===== src/rtl/sb_line_monitor.sv =====
// sb_line_monitor
//
// Watches the sideband line coming up from the electrical layer and decides
// whether a link partner is present. A connect is declared only after the
// synchronized line has been high for CONNECT_CYC consecutive cycles. A
// disconnect is declared only after it has been low for DISCONNECT_CYC
// consecutive cycles. A high pulse too short to connect is reported as a
// measured pulse. A low dip while connected that is too short to disconnect
// is counted as a glitch.
//
// Parameters
//   CONNECT_CYC     consecutive high samples that qualify a connect (2..255)
//   DISCONNECT_CYC  consecutive low samples that qualify a disconnect (2..255)
//
// Ports
//   SystemClock     block clock, everything on the rising edge
//   SystemReset     asynchronous active-low reset
//   sb_en           monitor enable; low parks the FSM in DISC
//   sbtx            raw sideband level, asynchronous to SystemClock
//   connected       qualified link-partner-present level
//   connect_evt     one-cycle strobe when a connect qualifies
//   disconnect_evt  one-cycle strobe when a disconnect qualifies
//   pulse_valid     one-cycle strobe when a short high pulse ends
//   pulse_width     width in cycles of the last short pulse
//   glitch_cnt      saturating count of rejected low glitches while connected

module sb_line_monitor #(
  parameter int CONNECT_CYC    = 16,
  parameter int DISCONNECT_CYC = 32
) (
  input  logic       SystemClock,
  input  logic       SystemReset,
  input  logic       sb_en,
  input  logic       sbtx,
  output logic       connected,
  output logic       connect_evt,
  output logic       disconnect_evt,
  output logic       pulse_valid,
  output logic [7:0] pulse_width,
  output logic [7:0] glitch_cnt
);

  typedef enum logic [1:0] {
    DISC      = 2'd0,
    HIGH_QUAL = 2'd1,
    CONN      = 2'd2,
    LOW_QUAL  = 2'd3
  } lineState_t;

  // The run counter starts at 1 on entry to a qualifying state, so the final
  // qualifying sample is the one seen while the counter holds CYC-1.
  localparam logic [7:0] CONNECT_LAST    = 8'(CONNECT_CYC - 1);
  localparam logic [7:0] DISCONNECT_LAST = 8'(DISCONNECT_CYC - 1);
  localparam logic [7:0] GLITCH_MAX      = 8'hFF;

  logic       syncMeta;
  logic       syncLine;

  lineState_t state;
  lineState_t nextState;
  logic [7:0] cnt;
  logic [7:0] nextCnt;

  logic       connectedNext;
  logic       connectEvtNext;
  logic       disconnectEvtNext;
  logic       pulseValidNext;
  logic [7:0] pulseWidthNext;
  logic [7:0] glitchCntNext;

  // Two-flop synchronizer for the asynchronous line. It keeps running while
  // the monitor is disabled so that a fresh enable sees a settled level.
  always_ff @(posedge SystemClock or negedge SystemReset) begin
    if (!SystemReset) begin
      syncMeta <= 1'b0;
      syncLine <= 1'b0;
    end else begin
      syncMeta <= sbtx;
      syncLine <= syncMeta;
    end
  end

  // State register, run counter and all registered outputs. Reset clears
  // everything without producing any strobe.
  always_ff @(posedge SystemClock or negedge SystemReset) begin
    if (!SystemReset) begin
      state          <= DISC;
      cnt            <= 8'd0;
      connected      <= 1'b0;
      connect_evt    <= 1'b0;
      disconnect_evt <= 1'b0;
      pulse_valid    <= 1'b0;
      pulse_width    <= 8'd0;
      glitch_cnt     <= 8'd0;
    end else begin
      state          <= nextState;
      cnt            <= nextCnt;
      connected      <= connectedNext;
      connect_evt    <= connectEvtNext;
      disconnect_evt <= disconnectEvtNext;
      pulse_valid    <= pulseValidNext;
      pulse_width    <= pulseWidthNext;
      glitch_cnt     <= glitchCntNext;
    end
  end

  // Next-state and run-counter logic. The counter is cleared whenever the
  // FSM settles in DISC or CONN so that each qualification starts from 1.
  always_comb begin
    nextState = state;
    nextCnt   = cnt;
    if (!sb_en) begin
      nextState = DISC;
      nextCnt   = 8'd0;
    end else begin
      case (state)
        DISC: begin
          if (syncLine) begin
            nextState = HIGH_QUAL;
            nextCnt   = 8'd1;
          end
        end
        HIGH_QUAL: begin
          if (!syncLine) begin
            nextState = DISC;
            nextCnt   = 8'd0;
          end else if (cnt == CONNECT_LAST) begin
            nextState = CONN;
            nextCnt   = 8'd0;
          end else begin
            nextCnt = cnt + 8'd1;
          end
        end
        CONN: begin
          if (!syncLine) begin
            nextState = LOW_QUAL;
            nextCnt   = 8'd1;
          end
        end
        LOW_QUAL: begin
          if (syncLine) begin
            nextState = CONN;
            nextCnt   = 8'd0;
          end else if (cnt == DISCONNECT_LAST) begin
            nextState = DISC;
            nextCnt   = 8'd0;
          end else begin
            nextCnt = cnt + 8'd1;
          end
        end
        default: begin
          nextState = DISC;
          nextCnt   = 8'd0;
        end
      endcase
    end
  end

  // Next values of the registered outputs. connected follows the next state,
  // so it stays high through LOW_QUAL and drops together with the FSM when
  // the monitor is disabled. Each strobe belongs to a different transition
  // out of a single state, so at most one can fire per cycle.
  always_comb begin
    connectedNext     = (nextState == CONN) || (nextState == LOW_QUAL);
    connectEvtNext    = 1'b0;
    disconnectEvtNext = 1'b0;
    pulseValidNext    = 1'b0;
    pulseWidthNext    = pulse_width;
    glitchCntNext     = glitch_cnt;
    if (sb_en) begin
      case (state)
        HIGH_QUAL: begin
          if (!syncLine) begin
            pulseValidNext = 1'b1;
            pulseWidthNext = cnt;
          end else if (cnt == CONNECT_LAST) begin
            connectEvtNext = 1'b1;
          end
        end
        LOW_QUAL: begin
          if (syncLine) begin
            if (glitch_cnt != GLITCH_MAX) begin
              glitchCntNext = glitch_cnt + 8'd1;
            end
          end else if (cnt == DISCONNECT_LAST) begin
            disconnectEvtNext = 1'b1;
          end
        end
        default: begin
        end
      endcase
    end
  end

endmodule


===== config.mk =====
export PLATFORM = sky130hd
export DESIGN_NAME = sb_line_monitor
export DESIGN_NICKNAME = d
export VERILOG_FILES = /design/src/rtl/sb_line_monitor.sv
export SDC_FILE = /design/constraint.sdc
export NUM_CORES = 1
export LEC_CHECK = 0
export ABC_AREA = 1
export CAP_MARGIN = 15
export CORE_ASPECT_RATIO = 0.7
export CORE_MARGIN = 1
export CORE_UTILIZATION = 46
export CTS_BUF_LIST = sky130_fd_sc_hd__clkbuf_16
export DETAILED_ROUTE_END_ITERATION = 12
export GPL_TIMING_DRIVEN = 0
export PLACE_DENSITY = 0.7
export SETUP_SLACK_MARGIN = 0.3
export SYNTH_ARGS = -nofsm -noshare
export SYNTH_HDL_FRONTEND = slang
export SYNTH_SLANG_ARGS = --single-unit
export TNS_END_PERCENT = 5

===== constraint.sdc =====
create_clock -name SystemClock -period 1.9 [get_ports SystemClock]
set_input_delay 0.38 -clock SystemClock [delete_from_list [all_inputs] [get_ports SystemClock]]
set_output_delay 0.38 -clock SystemClock [all_outputs]
set_load 0.05 [all_outputs]

# Yosys cells after proc, flatten, opt, wreduce, memory -nomap -nowiden
# Cells that the tools add are included.
# totals
reg_bits	32
latch_bits	0
ram_bits	0
romBits	0
in_bits	4
wordCells	55
n_memories	0
# op_classes
add_sub_neg	2
mul	0
div	0
n_lt_le_gt_ge	0
eq_ne	10
shift	0
n_mux	27
n_bitwise	1
reduce_logical	5
# ops
op	count
$mux W8	7
$pmux W8 S4	1
$add A8 B1 Y8 const B	2
$mux W2	7
$mux W1	11
$eq A2 B2 Y1 const B	4
$eq A8 B4 Y1 const B	1
$eq A8 B5 Y1 const B	1
$ne A8 B8 Y1 const B	1
$pmux W2 S4	1
$ne A3 B3 Y1 const B	2
$reduce_and A4 Y1	1
$reduce_and A3 Y1	1
$eq A2 B1 Y1 const B	1
$logic_not A2 Y1	1
$reduce_and A2 Y1	1
$logic_or A1 B1 Y1	1
$not A1 Y1	1

# Depth between registers and ports, before layout
# logic_depth
depth_word	7
ltp_mapped	10
ltp_nobuf	10

# Worst setup path before layout
# No wires, ideal clock.
# synth_timing
path_kind	register to register
startpoint	register glitch_cnt[0]
endpoint	register glitch_cnt[6]
arrival_ns	1.523
setup_slack_ns	0.235
path_stages_with_launch	8
path_buffers	0
synth_period_minus_slack_ns	1.665
cell_sequence	dfrtp_1 > ha_1 > inv_1 > nor2_1 > nand2_1 > nand3_4 > or2_1 > xnor2_1
# synth_via
elab_chain_cells	2
elab_cells_between_ends	3
classes_between	add/sub (1); eq/ne (1); reduce/logical (1)
# synth_lines
element	line	source
start: declaration	40	output logic [7:0] glitch_cnt
start signal: assignment	103	glitch_cnt <= glitchCntNext;
parallel branches: the longest is 2 deep, another holds $add A8 B1 Y8	n/a	
# Parallel ways; which one is timed is not known.
# A chain may end at the register's enable or synchronous reset.

# Worst setup path after layout
# layout_timing
startpoint	register pulse_width[3]
endpoint	output port pulse_width[3]
# layout_rtl
element	line	source
start: declaration	39	output logic [7:0] pulse_width,
start signal: assignment	102	pulse_width <= pulseWidthNext;
# No word-level cell between the ends.

==> results.md <==
- Outcome: complete, no violations
- MaxCap Viol Count: 0
- Post-Place Worst Slack: 0.0939 ns
- Syn_nets: 189
- Setup-failing EPs final: 0
- Clock power frac: between 30% and 40%
- Clock Skew: about 0.0062 ns
- Sw frac: roughly 33%
- Cell Area, Synth: 1580 um2
- Count of input and output buffers: 23
- Min Clock Period, post-route: ~1.8 ns
- CP endpoint kind: primary output
- Final setup margin: 0.0708 ns
- Drt wl/cell: 12.1 um
- CP endpoint: pulse_width[3]
- CP bufs+invs: 1
- Post-cts sizing count: 7
- Largest net degree at the start of global routing: 18
- RR Startpoint: cnt[1]$_DFFE_PN0P_
- CP top delay family: buffers and inverters
- Max Clock Freq: 547 MHz
- Crit share post-route: between 90 and 100%
- Final non-filler cell total: between 200 and 300
- Crit path DAT: roughly 1.5 ns
- Critical Path RT: 1.52 ns
- Flop pwr share: 37.7%
- R2R cell count: 10
- Yosys reg bits: 32
- Placer Congestion: ~0.81
- Placed insts: around 250
- Post-synth EDFFs: 0
- Worst Setup Path Type: flop to primary output
- Worst vdd ir: 0.795 mV
- DR vias/cell: 4.90
- Worst Tran Pin Value: 0.790 ns
- Int Pwr: 0.00142 W
- Row cnt: 17
- Hold Vio Cnt, Final: 0
- Max stage delay on crit path: 0.82 ns
- Initial antenna violation count: 0
- Post-cts hold buffer count: 0
- Via count: 1284
- Power Total: roughly 0.0021 W
- Power Density: 1040 nW/um2
- Post-synthesis sequential area ratio: 50.8%
- Setup Fix Bufs, Post-CTS: 0
- CTS Root Cell: clkbuf_16
- Starting DRT DRC Count: 58
- Ant diodes: 0
- Synth unique cells: 26
- Final slew viol count: 0
- Post-Synthesis Cells: 183
- Area delta synth->final: 28.6%
- Drt drc: 0
- Combinational power share: 27.7%
- P_sw: 0.000693 W
- Reg2Reg Capture Point: cnt[5]$_DFFE_PN0P_
- CTS HTree Levels: 2
- Min-delay worst type: flop to flop
- RSZ-0062 raised after global routing: yes
- CTS Buf Count: 5
- Critical path depth in cells: 1
- I/O pin total: 24
- Reg2reg setup slack: 0.35 ns
- Setup crit start kind: flop
- Share of cells above drive strength 1: 10.7%
- Gr usage total: 20.4%
- Post-DRT Antenna Nets: 0
- Die span in y: around 51 um
- Critical-path top delay cell: clkdlybuf4s50_1
- Ys Warns: 0
- Maximum clock path buffer count: 2
- Clock slew at reported path FFs: 0.05 ns
- Post-Syn Area per Cell: 8.61 um2
- Drt first pass iters: 4
- Vias in the first global route: 1217
- Top_reg_cell synth: dfrtp_1
- CTS tree: built
- Leakage dissipation: roughly 1.0 nW
- Overflow after GRT: 0
- Crit path cell chain: clkdlybuf4s50_1
- Core footprint: between 3000 and 4000 um2
- Slew headroom: 47.2%
- Sinks on Clock Net: 32
- Setup TNS Final: 0 ns
- CP startpoint: pulse_width[3]$_DFFE_PN0P_
- Die width: 72.0 um
- Final WL: 3170 um
- DIE AREA: around 3700 um2
- Max FO, Critical Path: 2
- Clock Latency Late Sink: 0.27 ns
- First-pass GRT wire length: 5440 um
- Async SR Flop Fraction: 100%
- DP Wirelength: 2450 um
- Nets: 220
- Initial Utilization: 49.1%
## power groups by stage
stage	Combinational, W	Clock, W	Sequential, W
after floorplan	0.000298	0	0.000921
after detailed placement	0.000592	0	0.000807
after global placement	0.000563	0	0.000802
after global routing	0.000642	0.000786	0.000802
after CTS	0.000588	0.000750	0.000796
final	0.000585	0.000729	0.000795
## final cells by class
type / instances / area (um2)
plain buffers: 4 / 41.3
clock buffers: 5 / 125
clock inverters: 3 / 12.5
fillers: 278 / 1180
inverters: 25 / 93.8
multi-input cells: 122 / 641
flip-flops and latches: 32 / 803
well taps: 47 / 58.8
repair buffers: 24 / 251
## cells in the final DEF (no fill, tap or decap)
cell             synthesis  final
nand2_1                 42     42
dfrtp_1                 32     30
inv_1                   24     26
nor2_1                  18     18
clkdlybuf4s50_1          0     15
o21ai_0                 12     12
nand3_1                 10     10
a21oi_1                 10     10
dlygate4sd2_1            0      7
xor2_1                   5      5
clkbuf_16                0      5
buf_6                    3      3
nand4_1                  3      3
nand2_2                  3      3
nor3_1                   3      3
xnor2_1                  3      3
a31oi_1                  2      2
ha_1                     2      2
dfrtp_2                  0      2
buf_4                    1      1
nor2_4                   1      1
inv_2                    1      1
o21bai_1                 1      1
nor3_4                   1      1
nand3_4                  1      1
nand3_2                  1      1
a22oi_2                  1      1
a21o_2                   1      1
o21ai_1                  1      1
or2_1                    1      1
clkinv_2                 0      1
buf_16                   0      1
dlymetal6s2s_1           0      1
## synthesized netlist by cell type (2+ instances only)
| master | count | area (um2) |
|---|---|---|
| ha_1 | 2 | 25.0 |
| nand2_1 | 42 | 158 |
| nand4_1 | 3 | 18.8 |
| nor2_1 | 18 | 67.6 |
| xor2_1 | 5 | 43.8 |
| a21oi_1 | 10 | 50.1 |
| xnor2_1 | 3 | 26.3 |
| nand3_1 | 10 | 50.1 |
| o21ai_0 | 12 | 60.1 |
| buf_6 | 3 | 33.8 |
| inv_1 | 24 | 90.1 |
| a31oi_1 | 2 | 12.5 |
| dfrtp_1 | 32 | 801 |
| nand2_2 | 3 | 18.8 |
| nor3_1 | 3 | 15.0 |
## how the worst min path moves through the flow
stage | depth (start not counted) | slack (ns) | start | to
4_1_cts | 0 | 0.35 | syncMeta$_DFF_PN0_ | syncLine$_DFF_PN0_
5_1_grt | 0 | 0.37 | syncMeta$_DFF_PN0_ | syncLine$_DFF_PN0_
6_report | 0 | 0.35 | syncMeta$_DFF_PN0_ | syncLine$_DFF_PN0_
2_1_floorplan | 0 | 0.08 | SystemReset | cnt[0]$_DFFE_PN0P_
3_5_place_dp | 0 | 0.34 | syncMeta$_DFF_PN0_ | syncLine$_DFF_PN0_
3_3_place_gp | 0 | 0.33 | syncMeta$_DFF_PN0_ | syncLine$_DFF_PN0_
## cell families after synthesis
kind of cell / share of synthesized area, %
adder cells (fa/ha/maj): 1.59
buffers and inverters: 8.57
AND/OR/NAND/NOR: 24.7
AO/OA/AOI/OAI: 9.92
flip-flops: 50.8
XOR/XNOR: 4.44
## flip-flops by register name, summed over array words and instances, names as in the netlist, 2 cells and up
register / cells
cnt: 8
glitch_cnt: 8
pulse_width: 8
state: 2
## metrics by stage
step	utilization [%]	hold slack (ns)	instance area [um2]
final	63.1	0.351	2030
after global routing	63.1	0.367	2030
after CTS	63.0	0.354	2020
after detailed placement	59.0	0.343	1900
after global placement	58.2	0.334	1870
after floorplan	-	0.0844	1580
## routing by layer
layer  share of wire (%)  track usage [%]  up-vias
met5                   0                0        -
met4                 1.6             9.15        0
met3                 6.2             5.92        7
li1                    -                -      648
met2                  46             30.5       37
met1                  47             27.7      592
Note: power is estimated with default switching activity, not from simulation.
